**src/rtl/fix2sgl_pkg.sv**
```systemverilog
// rtl/fix2sgl_pkg.sv - shared IEEE 754 single-precision constants, types and packing helper
//
// Purpose: common definitions for the fixed-point to single-precision converter.
// Contents:
//   F32_BIAS, F32_MANT_W, F32_EXP_W  single-precision field constants
//   f32_t                            packed {sign, exp, mant} view of a 32-bit float
//   f32_pack()                       builds an f32_t from its three fields
package fix2sgl_pkg;

  localparam int F32_BIAS   = 127;
  localparam int F32_MANT_W = 23;
  localparam int F32_EXP_W  = 8;

  typedef struct packed {
    logic                  sign;
    logic [F32_EXP_W-1:0]  exp;
    logic [F32_MANT_W-1:0] mant;
  } f32_t;

  function automatic f32_t f32_pack(input logic                  sign,
                                    input logic [F32_EXP_W-1:0]  exp,
                                    input logic [F32_MANT_W-1:0] mant);
    f32_t f;
    f.sign = sign;
    f.exp  = exp;
    f.mant = mant;
    return f;
  endfunction

endpackage

```
**src/rtl/fix2sgl_lzc.sv**
```systemverilog
// rtl/fix2sgl_lzc.sv - combinational leading-zero counter
//
// Purpose: counts the leading zeros of a W-bit word (priority encoder on the
// most significant set bit). An all-zero word reports W-1; callers that care
// about zero carry their own zero flag.
// Ports:
//   value  in  W   word to scan
//   count  out CW  number of zeros above the most significant 1 (0..W-1)
module fix2sgl_lzc #(
  parameter int W  = 16,
  parameter int CW = (W > 1) ? $clog2(W) : 1
) (
  input  logic [W-1:0]  value,
  output logic [CW-1:0] count
);

  // Ascending scan: the highest set bit is visited last and therefore wins.
  always_comb begin
    count = CW'(W - 1);
    for (int i = 0; i < W; i++) begin
      if (value[i]) begin
        count = CW'(W - 1 - i);
      end
    end
  end

endmodule

```
**src/rtl/fix_to_single_pipe.sv**
```systemverilog
// rtl/fix_to_single_pipe.sv - 3-stage valid/ready fixed-point to IEEE 754 single converter
//
// Purpose: converts a signed (two's-complement) or unsigned INT_WIDTH.FRACT_WIDTH
// fixed-point word to single precision. Stage 1 splits sign and magnitude,
// stage 2 normalises, stage 3 assembles the float into the output register.
// All stages advance together on en = !out_valid || out_ready.
// Build option: FIX2SGL_ROUND_NEAREST_EN selects round-to-nearest-even;
// without it the magnitude is truncated toward zero.
// Ports:
//   clk          in   1   system clock
//   rst          in   1   synchronous active-high reset
//   in_valid     in   1   input word valid
//   in_ready     out  1   converter accepts a word this cycle
//   fixed_point  in   W   fixed-point input, W = INT_WIDTH + FRACT_WIDTH
//   out_valid    out  1   result valid
//   out_ready    in   1   downstream accepts the result
//   single       out  32  IEEE 754 single-precision result
//   inexact      out  1   discarded low bits were non-zero (qualified by out_valid)
module fix_to_single_pipe
  import fix2sgl_pkg::*;
#(
  parameter int INT_WIDTH   = 12,
  parameter int FRACT_WIDTH = 4,
  parameter int SIGNED      = 1
) (
  input  logic                             clk,
  input  logic                             rst,
  input  logic                             in_valid,
  output logic                             in_ready,
  input  logic [INT_WIDTH+FRACT_WIDTH-1:0] fixed_point,
  output logic                             out_valid,
  input  logic                             out_ready,
  output logic [31:0]                      single,
  output logic                             inexact
);

  localparam int W        = INT_WIDTH + FRACT_WIDTH;
  localparam int CW       = (W > 1) ? $clog2(W) : 1;
  // Normalised word with 25 zero bits appended: mantissa, guard and sticky
  // then sit at fixed positions whatever W is, and widths below 24 give
  // guard = sticky = 0 automatically.
  localparam int EXT_W    = W + 25;
  localparam int EXP_BASE = F32_BIAS + INT_WIDTH - 1;

  if (W > 64 || INT_WIDTH < 1 || FRACT_WIDTH < 0) begin : g_bad_cfg
    $error("fix_to_single_pipe: INT_WIDTH+FRACT_WIDTH must be 1..64");
  end

  logic en;
  assign en       = !out_valid || out_ready;
  assign in_ready = en;

  // Stage 1: sign and magnitude.
  logic         sign_c;
  logic [W-1:0] mag_c;
  assign sign_c = (SIGNED != 0) ? fixed_point[W-1] : 1'b0;
  // The most negative input negates to 2^(W-1), which is the right unsigned magnitude.
  assign mag_c  = sign_c ? -fixed_point : fixed_point;

  logic         s1_valid, s1_sign, s1_zero;
  logic [W-1:0] s1_mag;

  always_ff @(posedge clk) begin
    if (rst) begin
      s1_valid <= 1'b0;
      s1_sign  <= 1'b0;
      s1_zero  <= 1'b0;
      s1_mag   <= '0;
    end else if (en) begin
      s1_valid <= in_valid;
      s1_sign  <= sign_c;
      s1_zero  <= (fixed_point == '0);
      s1_mag   <= mag_c;
    end
  end

  // Stage 2: normalise so the leading 1 lands on bit W-1.
  logic [CW-1:0] lzc_c;

  fix2sgl_lzc #(.W(W), .CW(CW)) u_lzc (
    .value (s1_mag),
    .count (lzc_c)
  );

  logic          s2_valid, s2_sign, s2_zero;
  logic [CW-1:0] s2_lzc;
  logic [W-1:0]  s2_norm;

  always_ff @(posedge clk) begin
    if (rst) begin
      s2_valid <= 1'b0;
      s2_sign  <= 1'b0;
      s2_zero  <= 1'b0;
      s2_lzc   <= '0;
      s2_norm  <= '0;
    end else if (en) begin
      s2_valid <= s1_valid;
      s2_sign  <= s1_sign;
      s2_zero  <= s1_zero;
      s2_lzc   <= lzc_c;
      s2_norm  <= s1_mag << lzc_c;
    end
  end

  // Stage 3: assemble exponent and mantissa into the output register.
  logic [EXT_W-1:0] ext;
  logic [22:0]      mant_t, mant_r;
  logic             guard, sticky;
  logic [8:0]       exp_c, exp_r;
  logic             exp_unused;
  f32_t             result;

  assign ext    = {s2_norm, 25'b0};
  assign mant_t = ext[W+23:W+1];
  assign guard  = ext[W];
  assign sticky = |ext[W-1:0];
  assign exp_c  = 9'(EXP_BASE) - 9'(s2_lzc);

`ifdef FIX2SGL_ROUND_NEAREST_EN
  logic rnd_inc, rnd_carry;
  assign rnd_inc = guard && (sticky || mant_t[0]);
  // A carry out of the mantissa wraps it to zero and bumps the exponent.
  assign {rnd_carry, mant_r} = {1'b0, mant_t} + 24'(rnd_inc);
  assign exp_r = exp_c + 9'(rnd_carry);
`else
  assign mant_r = mant_t;
  assign exp_r  = exp_c;
`endif

  // The exponent stays within 64..191 for every legal configuration, so bit 8 is never set.
  assign exp_unused = exp_r[8];
  assign result     = s2_zero ? '0 : f32_pack(s2_sign, exp_r[7:0], mant_r);

  always_ff @(posedge clk) begin
    if (rst) begin
      out_valid <= 1'b0;
      single    <= '0;
      inexact   <= 1'b0;
    end else if (en) begin
      out_valid <= s2_valid;
      single    <= result;
      inexact   <= !s2_zero && (guard || sticky);
    end
  end

endmodule

```
**config.mk**
```make
export PLATFORM = sky130hd
export DESIGN_NAME = fix_to_single_pipe
export DESIGN_NICKNAME = d
export VERILOG_FILES = /design/src/rtl/fix2sgl_pkg.sv /design/src/rtl/fix2sgl_lzc.sv /design/src/rtl/fix_to_single_pipe.sv
export SDC_FILE = /design/constraint.sdc
export NUM_CORES = 1
export LEC_CHECK = 0
export BUFFER_PORTS_ARGS = -buffer_cell sky130_fd_sc_hd__buf_2
export CORE_ASPECT_RATIO = 0.75
export CORE_UTILIZATION = 30
export DETAILED_ROUTE_END_ITERATION = 12
export GPL_ROUTABILITY_DRIVEN = 0
export PLACE_DENSITY = 0.48
export SLEW_MARGIN = 15
export SYNTH_ARGS = -nofsm -noshare
export SYNTH_HDL_FRONTEND = slang
export SYNTH_SLANG_ARGS = --single-unit
```
**constraint.sdc**
```tcl
create_clock -name clk -period 2.9 [get_ports clk]
set_clock_uncertainty 0.05 [all_clocks]
set_input_delay 0.145 -clock clk [delete_from_list [all_inputs] [get_ports clk]]
set_output_delay 0.145 -clock clk [all_outputs]
set_load 0.05 [all_outputs]
```
# After elaboration in Yosys (flattened, before gate mapping)

Cells that the tools add are included.

$add $sub $neg: 2
Shifts and indexed selects: 1
Muxes and demuxes: 17
Reductions and logical operators: 3

Operators with widths:

| operator                                                          | number |
|---|---|
| 32-bit 2-to-1 mux                                                 | 1 |
| 4-bit 2-to-1 mux                                                  | 8 |
| 16-bit zero test                                                  | 1 |
| 16-bit 2-to-1 mux                                                 | 1 |
| 16-bit negation                                                   | 1 |
| 16-bit by 4-bit left shift with 15-bit output                     | 1 |
| 3-bit 2-to-1 mux                                                  | 4 |
| 8-bit by 4-bit subtractor with 8-bit output, first input constant | 1 |
| 2-bit 2-to-1 mux                                                  | 2 |
| 1-bit zero test                                                   | 1 |
| 1-bit logical OR                                                  | 1 |
| 1-bit 2-to-1 mux                                                  | 1 |

Bits in registers: 74
Output and inout bits: 35
Logic and storage cells: 34

# Logic depth before layout (Yosys ltp)

Gate-level depths: netlist (run 1).

Depth after elaboration: 16
Depth in mapped cells: 11

# By module

Synthesis (run 1) repeated with hierarchy kept, for this count alone.

Cell total of the unflattened synthesis: 414
Area total of the unflattened synthesis: 3,483.3 um2

By module, submodules not included:

| module             | instances | cells each | area an instance (um2) | seq. area each (um2) |
|---|---|---|---|---|
| fix_to_single_pipe | 1         | 388        | 3,333.2                | 1,301.2 |
| fix2sgl_lzc        | 1         | 26         | 150.1                  | 0.0 |

# Worst setup path before layout (run 1)

Ideal clock, no wire load.

Kind: reg2reg
Start: reg s1_mag[13]
End: reg s2_norm[7]
Setup time: 116 ps
Arrival time: 2,347 ps
Required time: 2,734 ps
Slack: 387 ps
Stages on the path, launching flop included: 12
Buffers on the path: 4
Clock period less this slack: 2,513 ps
Path through: dfxtp_1 -> buf_6 -> nor2b_4 -> buf_6 -> or4_4 -> o31a_1 -> buf_6 -> buf_6 -> mux2_4 -> mux2_2 -> a22oi_2 -> nand2_1

Cells in the longest elaborated chain, start to end: 4

Ends and longest elaborated chain:

| element                                         | line                      | text |
|---|---|---|
| start: declaration                              | fix_to_single_pipe.sv:61  | `logic [W-1:0] s1_mag;` |
| start signal: assignment                        | fix_to_single_pipe.sv:73  | `s1_mag <= mag_c;` |
| 4-bit 2-to-1 mux (3 in a row)                   | fix2sgl_lzc.sv:21         | `if (value[i]) begin` |
| 16-bit by 4-bit left shift with 15-bit output * | fix_to_single_pipe.sv:101 | `s2_norm <= s1_mag << lzc_c;` |
| end signal: assignment                          | fix_to_single_pipe.sv:101 |  |
| end: declaration                                | fix_to_single_pipe.sv:87  | `logic [W-1:0] s2_norm;` |

Every way passes the cells marked *; elsewhere a longest branch is shown, timed or not.
A chain may end at the register's enable or synchronous reset.

# Worst setup path after layout (run 1)

Start: reg s1_mag[13]
End: reg s2_norm[9]

The elaborated chain is that of the path after synthesis.

==> results.yml, run 1 <==
status:
  status: "complete, no violations"
placed_design:
  port_buffers: 45
  dp_hpwl_um: 6611
setup_path:
  path_class: "reg2reg"
  slowest_delay_ns: 0.49
  worstPathRequired_ns: 3.05
  end_kind: "flip-flop"
  start_kind: "flip-flop"
  critPathSlowestCell: "o31a_2"
  critPathArrivalTime_ns: 2.78
  path_cells: "nor2b_4 -> or4_4 -> o31a_2 -> mux2_1 -> a32o_1 -> a221oi_1 -> nor2_1"
  crit_fanout: 14
sta:
  finalSetupTns_ns: 0
  fmax_mhz: 380.8
  final_hold_viol_count: 0
  worstMarginPinSlew_ns: 0.7391
  post-route-min-period_ns: 2.626
  max_slew_margin_pct: 50.54
  drv_slew: 0
  rsz0062_at_grt: "false"
  finalCritPeriodShare_pct: 90.55
  setup_viol: 0
synthesis:
  synthTopCellsByArea: "dfxtp_1, a21oi_1, nand2_1"
  yosysTopAreaCell: "dfxtp_1"
  yosysSeqAreaShare_pct: 37.05
  synthFlopType: "dfxtp_1"
  yosysMostFrequentCell: "dfxtp_1"
  ys_seq_elements: 65
  syn_area_um2: 3512
  synth_top_area_share_pct: 37.05
  async_flop_share_pct: 0
  ys_warn_count: 0
  synthTopCellsByCount: "dfxtp_1, nand2_1, nor2_1, a21oi_1, clkbuf_1"
  syn_avg_cell_area_um2: 7.946
  syn_inst: 442
  synthDistinctLibCells: 60
  synth-edff-count: 0
min_path:
  hp-class: "in2reg"
power_and_ir_drop:
  ir_drop_mv: 0.3474
  p_per_area_nw_per_um2: 650.4
  p_leak_nw: 1.672
  power_mw: 2.680
routing:
  first_iter_violations: 152
  ant_nets: 0
  drc: 0
  wl_um: 9390
  via_count: 3295
  vias_per_cell: 5.280
  firstDrtPassIters: 4
  wl_per_cell_um: 15.05
finish:
  antenna_cells: 0
  final_util_pct: 36.96
  drive_above_1_share_pct: 18.18
  nFillCells: 1203
  syn_to_final_growth_pct: 17.31
  nets: 503
cts:
  cts_buffers: 9
  clock-root-buffer: "clkbuf_16"
  clock-sinks: 65
  clk_latency_ns: 0.33
  cts_setup_buffers: 0
  cts_tree: "yes"
  htree_levels: 3
  cts.path.max_buffers: 2
  path_clk_slew_ns: 0.05
floorplanning:
  die_w_um: 126.9
  io_pins: 55
  start_util_pct: 31.50
  num_rows: 33
  die_y_um: 95.71
  core_area_um2: 11150
  dieArea_um2: 12150
grt:
  grt_usage_pct: 16.39
  grt_pass1_vias: 2991
  grt_pass1_wl_um: 15480
  grt_overflow_total: 0
  grt_max_degree: 49
  antenna_found_initial: 0
flow_run:
  maxCapViolations: 0
[state kept, by name, indices dropped and copies added (netlist names)]
| name | flops |
|---|---|
| s1_zero | 1 |
| s2_lzc | 4 |
| out_valid | 1 |
| s1_valid | 1 |
| s1_mag | 16 |
| s1_sign | 1 |
| s2_zero | 1 |
| s2_norm | 15 |
| s2_valid | 1 |
| s2_sign | 1 |
| single | 23 |
[timing repair]
| item | 4_1_cts | 5_1_grt |
|---|---|---|
| setup endpoints to repair | 0 | 2 |
| hold endpoints to repair | 1 | 0 |
| hold buffers | 1 | 0 |
| gates resized for setup | 0 | 1 |
[metal layers]
layer | GRT usage, % | vias to the layer above | routed length, um
met3 | 3.446 | 11 | 540
met2 | 24.82 | 92 | 3914
li1 | - | 1641 | -
met1 | 22.85 | 1551 | 4801
met5 | 0 | - | 0
met4 | 6.250 | 0 | 134
[cell usage in the layout, fill, tap and decap left out, types with 10 or more instances in the layout]
| master | synthesis | layout |
|---|---|---|
| a21oi_1 | 44 | 44 |
| buf_4 | 11 | 18 |
| nand3b_1 | 17 | 17 |
| xor2_1 | 11 | 11 |
| a211oi_1 | 14 | 14 |
| mux2i_1 | 10 | 10 |
| nand2_1 | 57 | 57 |
| nor2_1 | 53 | 53 |
| dfxtp_1 | 65 | 65 |
| buf_2 | 0 | 45 |
| nor3_1 | 16 | 16 |
| o21ai_0 | 14 | 14 |
[critical path: cells and delay by family (launching register included)]
kind | cells | cell delay [ns]
AOI/OAI and AO/OA | 3 | 0.97
and+or+nand+nor | 3 | 0.69
DFF | 1 | 0.38
muxes | 1 | 0.41
[path summary, 6_finish.rpt]
kind                  start          to  slack [ns]  cells past startpoint
max              s1_mag[13]  s2_norm[9]        0.27                      7
min          fixed_point[0]   s1_mag[0]        0.05                      3
min reg2reg      s2_norm[6]  s2_norm[6]        0.39                      2
max reg2reg      s1_mag[13]  s2_norm[9]        0.27                      7
[logic make-up (layout without fill, tap and decap cells)]
kind of cell    Yosys count  in the layout  share of synthesized area (%)
other cells               1              9                         0.1068
simple gates            173            173                          23.30
xor+xnor                 13             13                          3.242
buf+inv                  53             87                          7.695
mux                      16             16                          5.272
compound gates          118            118                          22.27
flops                    65             65                          37.05
fa+ha+maj                 3              3                          1.069
[power breakdown]
part | switching [mW] | total (mW) | internal [mW]
sequential | 0.0648 | 1.04 | 0.976
combinational | 0.428 | 0.671 | 0.243
clock | 0.375 | 0.969 | 0.593
total | 0.868 | 2.68 | 1.81
[stage by stage]
step / worst slack, ns / hold slack (ns) / instance area, um^2 / instances
6_report: 0.2742 / 0.05209 / 4120 / 624
5_1_grt: 0.1233 / 0.05944 / 4120 / 624
4_1_cts: 0.1465 / 0.03825 / 4119 / 624
3_5_place_dp: 0.1692 / 0.3462 / 3845 / 608
3_3_place_gp: 0.2819 / 0.3446 / 3845 / 608
2_1_floorplan: 0.3872 / 0.2355 / 3542 / 450
[layout make-up]
cell class | instances | area, um^2 | area share, %
clock buffer | 12 | 246.5 | 5.982
timing repair buffer | 64 | 370.4 | 8.989
inverter | 8 | 30.03 | 0.7288
tap | 140 | 175.2 | 4.251
sequential | 65 | 1301 | 31.58
multi-input combinational | 332 | 1979 | 48.04
clock inverter | 3 | 17.52 | 0.4251
Power figures use the tool's default switching activity.
==> run 2: changes to the inputs <==
- SETUP_SLACK_MARGIN: unset -> 0.5
==> run 2 against run 1 <==
  * Routed wire length increased by 2.3%
  * Sequential power is essentially flat
  * Hold slack better by 0.013 ns
  * Setup slack better by 0.26 ns
  * Critical endpoint is now s2_norm[8]
  * Largest power group is now clock
  * Highest routed layer unchanged
==> results.yml, run 2 (synthesized netlist as in run 1, its figures left out) <==
sta:
  finalCritPeriodShare_pct: 81.47
  worstMarginPinSlew_ns: 0.6767
  final_hold_viol_count: 0
  rsz0062_at_grt: "true"
  fmax_mhz: 423.3
  post-route-min-period_ns: 2.363
  max_slew_margin_pct: 54.72
  finalSetupTns_ns: 0
  drv_slew: 0
  setup_viol: 0
floorplanning:
  die_w_um: 126.9
  num_rows: 33
  die_y_um: 95.71
  start_util_pct: 31.50
  io_pins: 55
  core_area_um2: 11150
  dieArea_um2: 12150
grt:
  grt_overflow_total: 0
  grt_max_degree: 39
  grt_usage_pct: 16.77
  antenna_found_initial: 0
  grt_pass1_wl_um: 15900
  grt_pass1_vias: 3099
cts:
  cts_tree: "yes"
  cts.path.max_buffers: 2
  cts_buffers: 9
  clock-root-buffer: "clkbuf_16"
  clk_latency_ns: 0.33
  path_clk_slew_ns: 0.06
  clock-sinks: 65
  htree_levels: 3
routing:
  wl_per_cell_um: 14.94
  first_iter_violations: 183
  drc: 0
  via_count: 3342
  wl_um: 9604
  firstDrtPassIters: 4
  ant_nets: 0
  vias_per_cell: 5.198
finish:
  final_util_pct: 39.56
  nFillCells: 1183
  drive_above_1_share_pct: 23.46
  stdcell_count: 643
  largestRegisters: "single x23, s1_mag x16, s2_norm x15"
  final_cell_mix: "dfxtp_1, nand2_1, nor2_1, buf_2, a21oi_1"
  antenna_cells: 0
  multi_input_area_um2: 2043
  nets: 521
  layout_commonest_cell: "dfxtp_1"
  syn_to_final_growth_pct: 25.58
  top_register: "single"
  largest_reg_flops: 23
  seq_area_um2: 1309
min_path:
  hold_path.startpoint: "fixed_point[0]"
  holdPathEnd: "s1_mag[0]"
  hp-class: "in2reg"
  holdPathStages: 3
setup_path:
  critPathArrivalTime_ns: 2.51
  r2r-end: "s2_norm[8]"
  crit_fanout: 7
  worstPathRequired_ns: 3.04
  path_class: "reg2reg"
  r2r_slack_ns: 0.54
  slowest_delay_ns: 0.55
  start_kind: "flip-flop"
  critPathSlowestCell: "or4_4"
  rr_worst_depth: 7
  end_kind: "flip-flop"
  r2r_start: "s1_mag[15]"
  path_cells: "or4_4 -> o31a_4 -> buf_4 -> mux2i_4 -> mux2i_2 -> a222oi_1 -> o22ai_1"
placed_design:
  place_inst: 613
  port_buffers: 45
  dp_hpwl_um: 6682
flow_run:
  maxCapViolations: 0
power_and_ir_drop:
  p_per_area_nw_per_um2: 685.3
  ir_drop_mv: 0.3049
  p_leak_nw: 1.811
  power_mw: 3.022
status:
  status: "complete, no violations"
==> run 2: cell types whose count changed in the layout (fill, tap and decap cells not counted), sizes merged <==
cell,before,now
buf,63,81
clkinvlp,1,0
bufinv,0,2
inv,8,7
clkinv,2,3
==> run 2: final cells by class <==
cell class                      count  share of cell area (%)
Timing Repair Buffer               82                   11.63
Clock buffer                       12                   6.043
Tap cell                          140                   3.972
Clock inverter                      4                   1.674
Sequential cell                    65                   29.67
Multi-Input combinational cell    332                   46.33
Inverter                            8                  0.6809
==> run 2: metal layers <==
| layer | track usage, % | up-vias | share of wire, % |
|---|---|---|---|
| met3 | 4.113 | 8 | 5.4 |
| met1 | 23.15 | 1568 | 51 |
| met5 | 0 | - | 0 |
| met2 | 25.87 | 89 | 43 |
| met4 | 5.060 | 0 | 1.0 |
| li1 | - | 1677 | - |
==> run 2: report_power, final <==
part	leakage [nW]	switching [mW]	internal (mW)
Sequential	0.535	0.0599	0.975
Clock	0.169	0.392	0.822
Combinational	1.11	0.462	0.311
Total	1.81	0.914	2.11
==> run 2: critical path: cells and delay by family (launching register included) <==
kind | cells | cell delay [ns]
AO/OA/AOI/OAI | 3 | 0.74
AND/OR/NAND/NOR | 1 | 0.55
flip-flops | 1 | 0.36
multiplexers | 2 | 0.36
buffers and inverters | 1 | 0.16
==> run 2: worst max path at each step <==
stage / from / endpoint
2_1_floorplan: s1_mag[13] / s2_norm[7]
3_3_place_gp: s1_mag[13] / s2_norm[13]
3_5_place_dp: s1_mag[13] / s2_norm[13]
4_1_cts: s1_mag[13] / s2_norm[7]
5_1_grt: s1_mag[13] / s2_norm[5]
6_report: s1_mag[15] / s2_norm[8]
==> run 2: what timing repair did <==
| item | 4_1_cts | 5_1_grt |
|---|---|---|
| endpoints found under the setup margin | 13 | 13 |
| buffers inserted | 10 | 3 |
| hold buffers | 1 | 0 |
| gates resized for setup | 15 | 7 |
| endpoints found under the hold margin | 1 | 0 |
| pin swaps | 5 | 9 |
==> run 2: per-stage QoR <==
step                      hold WS (ns)  setup slack (ns)  cell area [um^2]
final                          0.06504            0.5374              4410
after floorplan                 0.2355            0.4521              3546
after CTS                      0.05855            0.4789              4357
after global placement          0.3464            0.2647              3886
after global routing           0.08513            0.4358              4410
after detailed placement        0.3487            0.2228              3886
==> run 3: changes to the inputs <==
- clock period: 2.9 -> 2.2 ns (I/O delays scaled with it)
==> run 3 against run 2 <==
  * Critical path depth shrank 1
  * The flow now finishes with violations (setup timing)
  * Highest routed layer unchanged
  * Critical path type unchanged
  * Combinational power is 57% higher
  * Routed wire length is 5.5% higher
  * Largest power group is now registers
  * Via count up 5.0%
  * Register-to-register slack worse by 0.66 ns
  * Clock power increased by 9.9%
  * Sequential share of layout area shrank 2.1 points
==> results.yml, run 3 (synthesized netlist as in run 1, its figures left out) <==
power_and_ir_drop:
  p_leak_nw: 1.969
  pwr-share-seq_pct: 34.8
  internal_power_mw: 2.604
  p_per_area_nw_per_um2: 820.7
  comb_power_share_pct: 31.0
  sw_frac_of_total_pct: 33.11
  ir_drop_mv: 0.4267
  clockPowerShare_pct: 34.1
  switchingPower_mw: 1.289
floorplanning:
  die_y_um: 95.71
  start_util_pct: 31.50
  dieArea_um2: 12150
  die_w_um: 126.9
  io_pins: 55
  num_rows: 33
  core_area_um2: 11150
routing:
  vias_per_cell: 5.200
  first_iter_violations: 213
  firstDrtPassIters: 5
  drc: 0
  via_count: 3510
  wl_um: 10140
  ant_nets: 0
  wl_per_cell_um: 15.01
sta:
  worstMarginPinSlew_ns: 0.6679
  final_hold_viol_count: 0
  max_slew_margin_pct: 55.31
  finalWorstSetupSlack_ns: -0.1244
  finalCritPeriodShare_pct: 105.7
  hold_slack_ns: 0.02824
  fmax_mhz: 430.2
  post-route-min-period_ns: 2.324
  setup_viol: 10
  rsz0062_at_grt: "true"
  drv_slew: 0
placed_design:
  dp_hpwl_um: 7200
  port_buffers: 45
cts:
  path_clk_slew_ns: 0.06
  clock-sinks: 65
  cts.path.max_buffers: 2
  cts_tree: "yes"
  clk_latency_ns: 0.33
  htree_levels: 3
  clock-root-buffer: "clkbuf_16"
  cts_buffers: 9
finish:
  final_util_pct: 42.55
  drive_above_1_share_pct: 31.59
  nets: 553
  largestRegisters: "single x23, s1_mag x16, s2_norm x15"
  final_cell_mix: "buf_4, dfxtp_1, nand2_1, nor2_1, buf_2"
  nFillCells: 1106
  antenna_cells: 0
  top_register: "single"
  syn_to_final_growth_pct: 35.06
  largest_reg_flops: 23
  layout_commonest_cell: "buf_4"
setup_path:
  path_class: "reg2reg"
  r2r_start: "s1_mag[11]"
  rr_worst_depth: 6
  r2r_slack_ns: -0.12
  crit_fanout: 8
  worstPathRequired_ns: 2.40
  start_kind: "flip-flop"
  critPathArrivalTime_ns: 2.53
  r2r-end: "s2_norm[12]"
  end_kind: "flip-flop"
grt:
  grt_usage_pct: 17.41
  grt_overflow_total: 0
  grt_pass1_wl_um: 16280
  grt_max_degree: 46
  antenna_found_initial: 0
  grt_pass1_vias: 3251
flow_run:
  maxCapViolations: 0
min_path:
  hp-class: "in2reg"
  hold_path.startpoint: "fixed_point[0]"
  holdPathStages: 3
  holdPathEnd: "s1_mag[0]"
status:
  status: "finished, violations left"
  violations: "setup timing"
[run 3: stage by stage]
step / std cells / TNS (ns) / worst slack (ns) / power (mW) / instance area [um^2]
after floorplan: 450 / -1.829 / -0.2479 / 2.061 / 3566
after global placement: 644 / -1.213 / -0.4113 / 2.376 / 4131
after detailed placement: 644 / -1.577 / -0.3391 / 2.381 / 4131
after CTS: 664 / -0.4529 / -0.1015 / 3.773 / 4514
after global routing: 675 / -1.598 / -0.1789 / 4.081 / 4743
final: 675 / -0.6526 / -0.1244 / 3.893 / 4743
[run 3: worst max path at each step]
| stage | from | slack, ns | end |
|---|---|---|---|
| floorplan | s1_mag[13] | -0.25 | s2_norm[7] |
| global placement | s1_mag[11] | -0.41 | s2_norm[14] |
| detailed placement | s1_mag[11] | -0.34 | s2_norm[14] |
| CTS | s1_mag[11] | -0.10 | s2_norm[13] |
| global route | s1_mag[13] | -0.18 | s2_norm[13] |
| finish | s1_mag[11] | -0.12 | s2_norm[12] |
[run 3: area by class of cell]
cell class / instances / area [um^2] / area share (%)
sequential: 65 / 1308 / 27.57
tap: 140 / 175.2 / 3.693
timing repair buffer: 114 / 775.7 / 16.35
clock inverter: 6 / 42.54 / 0.8969
clock buffer: 10 / 239.0 / 5.038
multi-input combinational: 332 / 2173 / 45.82
inverter: 8 / 30.03 / 0.6331
[run 3: layer usage]
layer | GRT usage, % | vias to the layer above | wire length, um
li1 | - | 1748 | -
met1 | 24.49 | 1635 | 5117
met2 | 25.78 | 114 | 4228
met3 | 5.003 | 13 | 675
met4 | 4.960 | 0 | 114
met5 | 0 | - | 0
[run 3: power groups by stage]
stage / Combinational (mW) / Clock [mW] / Sequential [mW]
floorplan: 0.581 / 0 / 1.48
finish: 1.21 / 1.33 / 1.36
global placement: 0.999 / 0 / 1.38
detailed placement: 1.00 / 0 / 1.38
CTS: 1.06 / 1.36 / 1.35
global route: 1.30 / 1.41 / 1.37
[run 3: what timing repair did]
item	in CTS	in global routing
pin swaps	9	10
endpoints found under the hold margin	1	0
gates cloned	0	0
setup endpoints to repair	19	23
buffers inserted	3	11
gates resized for setup	21	32
hold buffers	1	0
[run 3: critical path, cell delays in order, from the launching register on]
cell	delay, ns
dfxtp_2	0.33
or4_4	0.54
o31a_4	0.36
mux2i_2	0.22
mux2_4	0.29
or3_1	0.31
a31oi_1	0.15
